$ cat src/rtl/tss_cmd_host_slave_if.sv
// Host bus, timer and per-channel command stream bundle for tss_cmd_host_slave.
// The slave modport is the register block's view; the master modport is the host/TX-engine view.
interface tss_cmd_host_slave_if #(
   parameter int CHANNELS = 2,
   parameter int TS_W     = 64
);
   localparam int CMD_W = 200 + TS_W;

   logic                      wbs_stb_i;
   logic                      wbs_we_i;
   logic [31:0]               wbs_addr_i;
   logic [31:0]               wbs_data_i;
   logic [31:0]               wbs_data_o;
   logic                      wbs_ack_o;
   logic                      timer_valid_i;
   logic [TS_W-1:0]           timer_i;
   logic [CHANNELS-1:0]       cmd_valid_o;
   logic [CHANNELS*CMD_W-1:0] cmd_data_o;
   logic [CHANNELS-1:0]       cmd_ready_i;

   modport slave (
      input  wbs_stb_i, wbs_we_i, wbs_addr_i, wbs_data_i, timer_valid_i, timer_i, cmd_ready_i,
      output wbs_data_o, wbs_ack_o, cmd_valid_o, cmd_data_o
   );

   modport master (
      output wbs_stb_i, wbs_we_i, wbs_addr_i, wbs_data_i, timer_valid_i, timer_i, cmd_ready_i,
      input  wbs_data_o, wbs_ack_o, cmd_valid_o, cmd_data_o
   );
endinterface

$ cat src/rtl/tss_cmd_host_slave.sv
// Per-channel config registers; CONTROL writes push timestamped commands into FWFT FIFOs.
// Ack one cycle after strobe; head visible in the ack cycle; a full FIFO drops pushes unless popped that edge.
module tss_cmd_host_slave #(
   parameter int CHANNELS      = 2,
   parameter int TS_W          = 64,
   parameter int FIFO_DEPTH    = 4,
   parameter int DELTA_DEFAULT = 1000
) (
   input logic                 clk,
   input logic                 arst_n,
   tss_cmd_host_slave_if.slave bus
);
   localparam int CMD_W = 200 + TS_W;
   localparam int PW    = $clog2(FIFO_DEPTH);
   localparam int CW    = PW + 1;

   typedef struct packed {
      logic [31:0]     last_frame;
      logic [31:0]     batch_interval;
      logic [31:0]     sequence_length;
      logic [31:0]     batch_length;
      logic [31:0]     frame_length;
      logic [31:0]     slice_length;
      logic [TS_W-1:0] exec_time;
      logic [7:0]      opcode;
   } cmd_t;

   logic          ack_q, ack_d;
   logic [31:0]   rdata_q, rdata_d;
   // cfg index order: slice, frame, batch, sequence, interval, last_frame
   logic [31:0]   cfg_q    [CHANNELS][6];
   logic [31:0]   cfg_d    [CHANNELS][6];
   logic [31:0]   udelta_q [CHANNELS];
   logic [31:0]   udelta_d [CHANNELS];
   logic [2:0]    sticky_q [CHANNELS];
   logic [2:0]    sticky_d [CHANNELS];
   cmd_t          mem_q    [CHANNELS][FIFO_DEPTH];
   cmd_t          mem_d    [CHANNELS][FIFO_DEPTH];
   logic [PW-1:0] rptr_q   [CHANNELS];
   logic [PW-1:0] rptr_d   [CHANNELS];
   logic [PW-1:0] wptr_q   [CHANNELS];
   logic [PW-1:0] wptr_d   [CHANNELS];
   logic [CW-1:0] cnt_q    [CHANNELS];
   logic [CW-1:0] cnt_d    [CHANNELS];

   logic          txn, addr_ok;
   logic [2:0]    ch_sel;
   logic [5:0]    off;
   logic [7:0]    code;
   logic [CHANNELS-1:0] cmd_vld, wr_sel, ctrl_wr, pop, push;
   logic [31:0]   status [CHANNELS];
   logic [31:0]   delta  [CHANNELS];
   cmd_t          new_cmd [CHANNELS];

   assign txn     = bus.wbs_stb_i & ~ack_q;
   assign ch_sel  = bus.wbs_addr_i[8:6];
   assign off     = bus.wbs_addr_i[5:0];
   assign code    = bus.wbs_data_i[7:0];
   assign addr_ok = (bus.wbs_addr_i[31:9] == '0) && ({29'b0, ch_sel} < 32'(CHANNELS));

   assign bus.wbs_ack_o  = ack_q;
   assign bus.wbs_data_o = rdata_q;

   always_comb begin
      bus.cmd_valid_o = '0;
      bus.cmd_data_o  = '0;
      for (int c = 0; c < CHANNELS; c++) begin
         cmd_vld[c] = (cnt_q[c] != '0);
         status[c]  = {16'b0, 8'(cnt_q[c]), 3'b0, cnt_q[c] == '0,
                       cnt_q[c] == CW'(FIFO_DEPTH), sticky_q[c]};
         bus.cmd_valid_o[c] = cmd_vld[c];
         bus.cmd_data_o[c*CMD_W +: CMD_W] = cmd_vld[c] ? mem_q[c][rptr_q[c]] : '0;
      end
   end

   always_comb begin
      ack_d    = txn;
      rdata_d  = rdata_q;
      cfg_d    = cfg_q;
      udelta_d = udelta_q;
      sticky_d = sticky_q;
      mem_d    = mem_q;
      rptr_d   = rptr_q;
      wptr_d   = wptr_q;
      cnt_d    = cnt_q;

      if (txn && !bus.wbs_we_i) begin
         rdata_d = '0;
         for (int c = 0; c < CHANNELS; c++) begin
            if (addr_ok && ch_sel == 3'(c)) begin
               case (off)
                  6'h00:   rdata_d = cfg_q[c][0];
                  6'h04:   rdata_d = cfg_q[c][1];
                  6'h08:   rdata_d = cfg_q[c][2];
                  6'h0C:   rdata_d = cfg_q[c][3];
                  6'h10:   rdata_d = cfg_q[c][4];
                  6'h14:   rdata_d = cfg_q[c][5];
                  6'h18:   rdata_d = 32'(DELTA_DEFAULT);
                  6'h1C:   rdata_d = udelta_q[c];
                  6'h24:   rdata_d = status[c];
                  default: rdata_d = '0;
               endcase
            end
         end
      end

      for (int c = 0; c < CHANNELS; c++) begin
         wr_sel[c]  = txn && bus.wbs_we_i && addr_ok && (ch_sel == 3'(c));
         ctrl_wr[c] = wr_sel[c] && (off == 6'h20);
         pop[c]     = cmd_vld[c] && bus.cmd_ready_i[c];
         push[c]    = 1'b0;
         delta[c]   = (udelta_q[c] != '0) ? udelta_q[c] : 32'(DELTA_DEFAULT);

         new_cmd[c]           = '0;
         new_cmd[c].opcode    = code;
         new_cmd[c].exec_time = bus.timer_i + TS_W'(delta[c]);
         if (code == 8'h01) begin
            new_cmd[c].slice_length    = cfg_q[c][0];
            new_cmd[c].frame_length    = cfg_q[c][1];
            new_cmd[c].batch_length    = cfg_q[c][2];
            new_cmd[c].sequence_length = cfg_q[c][3];
            new_cmd[c].batch_interval  = cfg_q[c][4];
            new_cmd[c].last_frame      = cfg_q[c][5];
         end

         if (wr_sel[c]) begin
            case (off)
               6'h00:   cfg_d[c][0] = bus.wbs_data_i;
               6'h04:   cfg_d[c][1] = bus.wbs_data_i;
               6'h08:   cfg_d[c][2] = bus.wbs_data_i;
               6'h0C:   cfg_d[c][3] = bus.wbs_data_i;
               6'h10:   cfg_d[c][4] = bus.wbs_data_i;
               6'h14:   cfg_d[c][5] = bus.wbs_data_i;
               6'h1C:   udelta_d[c] = bus.wbs_data_i;
               6'h24:   sticky_d[c] = sticky_q[c] & ~bus.wbs_data_i[2:0];
               default: ;
            endcase
         end

         if (!bus.timer_valid_i) begin
            rptr_d[c] = '0;
            wptr_d[c] = '0;
            cnt_d[c]  = '0;
            if (ctrl_wr[c]) sticky_d[c][2] = 1'b1;
         end else if (ctrl_wr[c] && code == 8'h08) begin
            // ABORT restarts the FIFO holding only the abort marker
            mem_d[c][0] = '{opcode: 8'h08, default: '0};
            rptr_d[c]   = '0;
            wptr_d[c]   = PW'(1);
            cnt_d[c]    = CW'(1);
         end else begin
            if (ctrl_wr[c]) begin
               if (code == 8'h01 || code == 8'h02 || code == 8'h04) begin
                  if (cnt_q[c] != CW'(FIFO_DEPTH) || pop[c]) push[c] = 1'b1;
                  else                                       sticky_d[c][0] = 1'b1;
               end else begin
                  sticky_d[c][1] = 1'b1;
               end
            end
            if (push[c]) begin
               mem_d[c][wptr_q[c]] = new_cmd[c];
               wptr_d[c]           = wptr_q[c] + PW'(1);
            end
            if (pop[c]) rptr_d[c] = rptr_q[c] + PW'(1);
            cnt_d[c] = cnt_q[c] + CW'(push[c]) - CW'(pop[c]);
         end
      end
   end

   always_ff @(posedge clk or negedge arst_n) begin
      if (!arst_n) begin
         ack_q   <= 1'b0;
         rdata_q <= '0;
         for (int c = 0; c < CHANNELS; c++) begin
            for (int k = 0; k < 6; k++) cfg_q[c][k] <= '0;
            for (int d = 0; d < FIFO_DEPTH; d++) mem_q[c][d] <= '0;
            udelta_q[c] <= '0;
            sticky_q[c] <= '0;
            rptr_q[c]   <= '0;
            wptr_q[c]   <= '0;
            cnt_q[c]    <= '0;
         end
      end else begin
         ack_q    <= ack_d;
         rdata_q  <= rdata_d;
         cfg_q    <= cfg_d;
         udelta_q <= udelta_d;
         sticky_q <= sticky_d;
         mem_q    <= mem_d;
         rptr_q   <= rptr_d;
         wptr_q   <= wptr_d;
         cnt_q    <= cnt_d;
      end
   end
endmodule

$ cat src/flat_wrapper.sv
// flat-port wrapper written by rule: the top's interface ports become plain ports
module tss_cmd_host_slave_flat 
#(
   parameter int CHANNELS      = 2,
   parameter int TS_W          = 64,
   parameter int FIFO_DEPTH    = 4,
   parameter int DELTA_DEFAULT = 1000
)
  (clk, arst_n, bus_wbs_stb_i, bus_wbs_we_i, bus_wbs_addr_i, bus_wbs_data_i, bus_timer_valid_i, bus_timer_i, bus_cmd_ready_i, bus_wbs_data_o, bus_wbs_ack_o, bus_cmd_valid_o, bus_cmd_data_o);
  tss_cmd_host_slave_if #(.CHANNELS(CHANNELS), .TS_W(TS_W)) bus_i ();
  input logic clk;
  input logic arst_n;
  input wire logic [$bits(bus_i.wbs_stb_i)-1:0] bus_wbs_stb_i;
  input wire logic [$bits(bus_i.wbs_we_i)-1:0] bus_wbs_we_i;
  input wire logic [$bits(bus_i.wbs_addr_i)-1:0] bus_wbs_addr_i;
  input wire logic [$bits(bus_i.wbs_data_i)-1:0] bus_wbs_data_i;
  input wire logic [$bits(bus_i.timer_valid_i)-1:0] bus_timer_valid_i;
  input wire logic [$bits(bus_i.timer_i)-1:0] bus_timer_i;
  input wire logic [$bits(bus_i.cmd_ready_i)-1:0] bus_cmd_ready_i;
  output wire logic [$bits(bus_i.wbs_data_o)-1:0] bus_wbs_data_o;
  output wire logic [$bits(bus_i.wbs_ack_o)-1:0] bus_wbs_ack_o;
  output wire logic [$bits(bus_i.cmd_valid_o)-1:0] bus_cmd_valid_o;
  output wire logic [$bits(bus_i.cmd_data_o)-1:0] bus_cmd_data_o;
  assign bus_i.wbs_stb_i = bus_wbs_stb_i;
  assign bus_i.wbs_we_i = bus_wbs_we_i;
  assign bus_i.wbs_addr_i = bus_wbs_addr_i;
  assign bus_i.wbs_data_i = bus_wbs_data_i;
  assign bus_i.timer_valid_i = bus_timer_valid_i;
  assign bus_i.timer_i = bus_timer_i;
  assign bus_i.cmd_ready_i = bus_cmd_ready_i;
  assign bus_wbs_data_o = bus_i.wbs_data_o;
  assign bus_wbs_ack_o = bus_i.wbs_ack_o;
  assign bus_cmd_valid_o = bus_i.cmd_valid_o;
  assign bus_cmd_data_o = bus_i.cmd_data_o;
  tss_cmd_host_slave #(.CHANNELS(CHANNELS), .TS_W(TS_W), .FIFO_DEPTH(FIFO_DEPTH), .DELTA_DEFAULT(DELTA_DEFAULT)) u_core (.clk(clk), .arst_n(arst_n), .bus(bus_i));
endmodule
$ cat config.mk
export PLATFORM = sky130hd
export DESIGN_NAME = tss_cmd_host_slave_flat
export DESIGN_NICKNAME = d
export VERILOG_FILES = /design/src/rtl/tss_cmd_host_slave_if.sv /design/src/rtl/tss_cmd_host_slave.sv /design/src/flat_wrapper.sv
export SDC_FILE = /design/constraint.sdc
export NUM_CORES = 2
export LEC_CHECK = 0
export CORE_MARGIN = 3
export CORE_UTILIZATION = 50
export CTS_BUF_LIST = sky130_fd_sc_hd__clkbuf_16
export DETAILED_ROUTE_END_ITERATION = 8
export PLACE_DENSITY = 0.71
export SETUP_SLACK_MARGIN = 0.02
export SLEW_MARGIN = 10
export SYNTH_ARGS = -nofsm -noshare
export SYNTH_HDL_FRONTEND = slang
export SYNTH_SLANG_ARGS = --single-unit
$ cat constraint.sdc
create_clock -name clk -period 3.2 [get_ports clk]
set_clock_uncertainty 0.05 [all_clocks]
set_input_delay 0.48 -clock clk [delete_from_list [all_inputs] [get_ports clk]]
set_output_delay 0.48 -clock clk [all_outputs]
set_load 0.01 [all_outputs]
Yosys cells after proc, flatten, opt, wreduce, memory -nomap -nowiden
Index checks and enable logic that the tools add are counted.
{"block": "totals", "word_cells": 260, "out_inout_bits": 563, "register_bits": 2613, "in_bits": 135}
{"block": "op_classes", "reduce_logical": 50, "n_bitwise": 11, "n_mux": 72, "order_cmp": 7, "n_addsub": 10, "eq_ne": 22}
{"cell": "264-bit 2-to-1 mux", "n": 10}
{"cell": "1056-bit bitwise mux", "n": 2}
{"cell": "1056-bit 2-to-1 mux", "n": 2}
{"cell": "264-bit binary-select mux with 2-bit select", "n": 2}
{"cell": "264-bit demux with 2-bit select", "n": 2}
{"cell": "32-bit case mux with 9 select lines", "n": 2}
{"cell": "192-bit 2-to-1 mux", "n": 2}
{"cell": "64-bit by 32-bit adder with 64-bit output", "n": 2}
{"cell": "32-bit 2-to-1 mux", "n": 4}
{"cell": "32-bit nonzero test", "n": 2}
{"cell": "2-bit 2-to-1 mux", "n": 18}
{"cell": "2-bit AND reduction", "n": 16}
{"cell": "6-bit by 5-bit equality test with 1-bit output (second input constant)", "n": 4}
{"cell": "3-bit 2-to-1 mux", "n": 8}
{"cell": "23-bit zero test", "n": 1}
{"cell": "1-bit 2-to-1 mux", "n": 20}
{"cell": "1-bit logical AND", "n": 16}
{"cell": "6-bit by 4-bit equality test with 1-bit output (second input constant)", "n": 2}
{"cell": "6-bit equality test (second input constant)", "n": 2}
{"cell": "3-bit greater-or-equal comparator (second input constant)", "n": 4}
{"cell": "3-bit by 1-bit inequality test with 1-bit output (second input constant)", "n": 4}
{"cell": "2-bit inverter with 3-bit output", "n": 4}
{"cell": "3-bit zero test", "n": 3}
{"cell": "2-bit by 1-bit adder with 2-bit output (second input constant)", "n": 4}
{"cell": "22 further kinds", "n": 36}

Logic depth before layout (Yosys ltp)
{"block": "logic_depth", "ltp_word": 13, "mapped_depth": 16, "mapped_depth_nobuf": 14}

Worst setup path before layout
Ideal clock, no wire load.
{"block": "synth_timing", "path_type": "flip-flop to flip-flop", "from": "reg u_core.udelta_q[25] in the netlist's numbering", "to": "reg u_core.mem_q[856] in the netlist's numbering", "t_arrival_ps": 3372, "path_slack_ps": -322, "period_less_slack_ps": 3522, "required_time_ps": 3049, "path_stages_with_launch": 16, "n_path_buf": 1, "cell_sequence": "dfrtp_1 -> nor4_1 -> nand4_1 -> nor2_1 -> or2_2 -> ha_1 -> a21oi_1 -> o21ai_0 -> o41ai_2 -> a31oi_1 -> o41ai_4 -> nand2_1 -> nor3_4 -> buf_2 -> nand2_1 -> o311ai_2"}
{"block": "synth_between", "elab_chain_len": 6}
{"element": "start, declared", "line_no": "tss_cmd_host_slave.sv:33", "text": "logic [31:0] udelta_q [CHANNELS];"}
{"element": "start signal, assigned", "line_no": "tss_cmd_host_slave.sv:187", "text": "udelta_q <= udelta_d;"}
{"element": "32-bit nonzero test", "line_no": "tss_cmd_host_slave.sv:112", "text": "delta[c] = (udelta_q[c] != '0) ? udelta_q[c] : 32'(DELTA_DEFAULT);"}
{"element": "32-bit 2-to-1 mux *", "line_no": "tss_cmd_host_slave.sv:112"}
{"element": "64-bit by 32-bit adder with 64-bit output *", "line_no": "tss_cmd_host_slave.sv:116", "text": "new_cmd[c].exec_time = bus.timer_i + TS_W'(delta[c]);"}
{"element": "1056-bit bitwise mux *", "line_no": "tss_cmd_host_slave.sv:161", "text": "mem_d[c][wptr_q[c]] = new_cmd[c];"}
{"element": "1056-bit 2-to-1 mux *", "line_no": "tss_cmd_host_slave.sv:160", "text": "if (push[c]) begin"}
{"element": "264-bit 2-to-1 mux *", "line_no": "tss_cmd_host_slave.sv:145", "text": "end else if (ctrl_wr[c] && code == 8'h08) begin"}
{"element": "end signal, assigned", "line_no": "tss_cmd_host_slave.sv:189", "text": "mem_q <= mem_d;"}
{"element": "end, declared", "line_no": "tss_cmd_host_slave.sv:37", "text": "cmd_t mem_q [CHANNELS][FIFO_DEPTH];"}
Mark *: on every way between the ends. The rest lies on a longest branch, timed or not. The select of a mux whose other input is x is not followed.
A chain may end at the register's enable or synchronous reset.

Worst setup path after layout
{"block": "layout_timing", "from": "reg u_core.udelta_q[57] in the netlist's numbering", "to": "reg u_core.mem_q[1625] in the netlist's numbering"}
{"block": "layout_between", "elab_chain_len": 4}
{"element": "32-bit nonzero test", "line_no": "tss_cmd_host_slave.sv:112"}
{"element": "32-bit 2-to-1 mux *", "line_no": "tss_cmd_host_slave.sv:112"}
{"element": "64-bit by 32-bit adder with 64-bit output *", "line_no": "tss_cmd_host_slave.sv:116"}
{"element": "1056-bit bitwise mux *", "line_no": "tss_cmd_host_slave.sv:161"}
Mark *: on every way between the ends. The rest lies on a longest branch, timed or not.

==> flow_metrics.tcl <==
set metrics [dict create \
    num_vias 101000 \
    clock_path_buffers 4 \
    status "finished with violations" \
    gp_congestion 0.968 \
    hold_class "in2reg" \
    power_mw 81.6 \
    violations "negative setup slack" \
    grt_pass1_wl_um 665000 \
    die_h_um 498 \
    ys_warn_count 0 \
    cap_violations 0 \
    finalCoreUtilization 0.652 \
    crit_type "reg2reg" \
    grt_max_degree 161 \
    layout_min_cycle_time_ns 3.81 \
    grt_overflow 0 \
    maxSlewViolCount 0 \
    area_growth_pct 29.0 \
    busiest_layer "met2" \
    cp_max_fo 8 \
    layout-drive-gt1-share 0.294 \
    path_depth 18 \
    track_usage 0.360 \
    fin_area_um2 156000 \
    reg2reg_setup_slack_ns -0.61 \
    layout_worst_path_cycle_share 1.19 \
    cp_cell_sequence "nor4_1, nand4_1, nor2_2, buf_6, or2_4, ha_4, a21oi_4, o211ai_1, a21oi_2, nor4_4, o311ai_4, a31oi_4, buf_12, buf_12, buf_6, o21ai_4, xor2_4, o21ai_1" \
    max_stage_delay_ns 0.38 \
    crit_path_end_kind "flip-flop" \
    fmax_mhz 263 \
    core-area_um2 239000 \
    cts.sinks 2613 \
    clockRootBuffer "clkbuf_16" \
    grt_pass1_vias 100000 \
    synth.avg_cell_area_um2 10.7 \
    cp-start-kind "flip-flop" \
    first_pass_iters 6 \
    drc 0 \
    rows 179 \
    synth_area_um2 121000 \
    via_per_inst 6.23 \
    met2_usage 0.538 \
    synth-edff-count 0 \
    worstPathArrival_ns 4.53 \
    startpoint "u_core.udelta_q[57]" \
    start_util 0.506 \
    p_leak_nw 72.1 \
    setup_viol 912 \
    yosysSeqAreaShare 0.541 \
    endpoint "u_core.mem_q[1625]" \
    synth-seq-cells 2613 \
    place_area_um2 140000 \
    async_reset_ff_frac 1.00 \
    rsz0062_at_grt "yes" \
    power.density_nw_per_um2 523 \
    cts_tree "built" \
    hpwl_um 312000 \
    final_antenna_net_count 0 \
    critPathBufInv 4 \
    r2r_cells 18 \
    numPortBuffers 697 \
    tightest_slew_ns 1.15 \
    r2r_end "u_core.mem_q[1625]" \
    cp_top_family "compound AO/OA/AOI/OAI gates" \
    initialDrtViolationCount 11400 \
    ir_worst_vdd_mv 0.585 \
    antenna_found_initial 61 \
    r2r_start "u_core.udelta_q[57]" \
    met3_usage 0.104 \
    relSlewSlack 0.232 \
    clkLatencyLatePin_ns 0.97 \
    syn_inst 11300 \
    die_x_um 498 \
    synthesis.nets 11500 \
    worst_slack_ns -0.607 \
    synth_flop_cell "dfrtp_1" \
    cts_max_level 5 \
    fin_tns_setup_ns -270.43 \
    yosysUniqueCellTypes 91 \
    path_clk_slew_ns 0.06 \
    required_ns 3.92 \
    nets 12900 \
    drt-wirelength-per-cell_um 28.5 \
    routed_wl_um 459000 \
    io_pins 698 \
    cp_slowest_cell "dfrtp_1" \
    fillers 17600 \
    grtUsageMet1 0.457 \
    cts_buffers 294 \
    hold_viol_final 0 \
    dieArea_um2 248000 \
]
-- report_power, final --
group          leakage (nW)  switching, mW  total (mW)  internal [mW]
clock network          4.61           13.6        32.2           18.6
logic                  31.0           8.22        16.2           7.98
registers              36.5         0.0819        33.2           33.1
-- synthesized netlist by cell type (10+ instances only) --
cell type / number / area (um2)
buf_1: 118 / 443
xnor2_1: 62 / 543
or2_2: 18 / 113
nand2_1: 2720 / 10200
o31ai_1: 18 / 135
and3_1: 28 / 175
a21o_1: 21 / 158
mux2_2: 486 / 5470
a211oi_1: 16 / 120
a31oi_1: 58 / 363
buf_4: 11 / 82.6
a222oi_1: 33 / 330
nand4_1: 29 / 181
nor2_1: 142 / 533
a22o_1: 18 / 158
clkbuf_1: 629 / 2360
a22oi_1: 33 / 248
inv_1: 49 / 184
o311ai_2: 10 / 163
mux2i_1: 34 / 340
ha_1: 76 / 951
nor4_1: 26 / 163
nand2b_1: 14 / 87.6
dfrtp_1: 2613 / 65400
o211ai_1: 17 / 128
and4_1: 11 / 96.3
nand4b_1: 12 / 105
a32o_1: 21 / 210
o21ai_1: 38 / 190
or3_1: 22 / 138
and2_1: 584 / 3650
o22ai_1: 10 / 62.6
o311ai_0: 10 / 87.6
a221oi_1: 21 / 184
buf_2: 187 / 936
nor3_1: 20 / 100
o21ai_0: 2022 / 10100
mux4_2: 573 / 12900
nand3_1: 95 / 475
o21bai_1: 13 / 97.6
a311oi_1: 14 / 123
xor2_1: 50 / 438
a21oi_1: 165 / 826
nor2b_1: 27 / 169
-- worst min-delay path by stage --
stage                            from              endpoint  depth (start not counted)
finish              bus_wbs_data_i[1]      u_core.cfg_q[65]                          2
global route        bus_wbs_data_i[2]     u_core.cfg_q[162]                          2
CTS                 bus_wbs_data_i[2]     u_core.cfg_q[162]                          2
detailed placement             arst_n    u_core.mem_q[1891]                          1
global placement               arst_n    u_core.mem_q[1891]                          1
floorplan                      arst_n  u_core.bus.wbs_ack_o                          0
-- layout by cell type (no fill, tap or decap), types with 141 or more instances in the layout --
master / netlist / layout
and2_4: 1 / 263
buf_6: 4 / 262
o21ai_1: 38 / 141
nand2_1: 2720 / 2684
o21ai_0: 2022 / 1831
mux2_2: 486 / 480
buf_4: 11 / 945
mux4_2: 573 / 573
and2_1: 584 / 319
dfrtp_1: 2613 / 2609
clkdlybuf4s50_1: 0 / 239
clkbuf_16: 0 / 317
buf_12: 0 / 273
-- metal layers --
metal  wire, um  vias up  share of wire
met5        169        -        0.00037
li1           -    42300              -
met4      37400       24          0.081
met1     168000    51200           0.37
met3      48600     1307           0.11
met2     205000     5817           0.45
-- cell families after synthesis --
logic type      after synthesis  synth area share
fa+ha+maj                    80           0.00852
xor+xnor                    112           0.00811
simple gates               3778             0.137
flops                      2613             0.541
compound gates             2593             0.118
buf+inv                     999            0.0335
mux                        1093             0.155
-- what timing repair did --
| item | CTS | global route |
|---|---|---|
| buffers inserted | 175 | 126 |
| pin swaps | 86 | 208 |
| setup endpoints to repair | 951 | 971 |
| hold endpoints to repair | 398 | 0 |
| gates resized for setup | 1763 | 841 |
| cloned | 36 | 23 |
| hold buffers | 2 | 0 |
-- final cells by class --
cell class | instances | area [um2] | share of cell area
flip-flops and latches | 2613 | 65400 | 0.419
multi-input cells | 7657 | 54800 | 0.351
repair buffers | 2110 | 22700 | 0.146
clock buffers | 298 | 7460 | 0.0478
well taps | 3167 | 3960 | 0.0254
clock inverters | 200 | 1480 | 0.00948
inverters | 50 | 188 | 0.00120
diodes | 39 | 97.6 | 0.000625
-- per-stage QoR --
step                setup WS, ns  cells  hold slack, ns
global placement          -0.756  15300           0.389
floorplan                 -0.107  11300           0.134
global route              -0.738  16100          0.0187
finish                    -0.607  16100          0.0442
CTS                       -0.593  16000          0.0252
detailed placement        -0.864  15300           0.382
-- sequential cells by signal (all words and copies together) (netlist names) --
| signal | cells |
|---|---|
| u_core.rptr_q | 4 |
| u_core.cfg_q | 384 |
| u_core.bus.wbs_data_o | 32 |
| u_core.cnt_q | 6 |
| u_core.mem_q | 2112 |
| u_core.udelta_q | 64 |
| u_core.status | 6 |
| u_core.wptr_q | 4 |
| u_core.bus.wbs_ack_o | 1 |
Power figures use the tool's default switching activity.
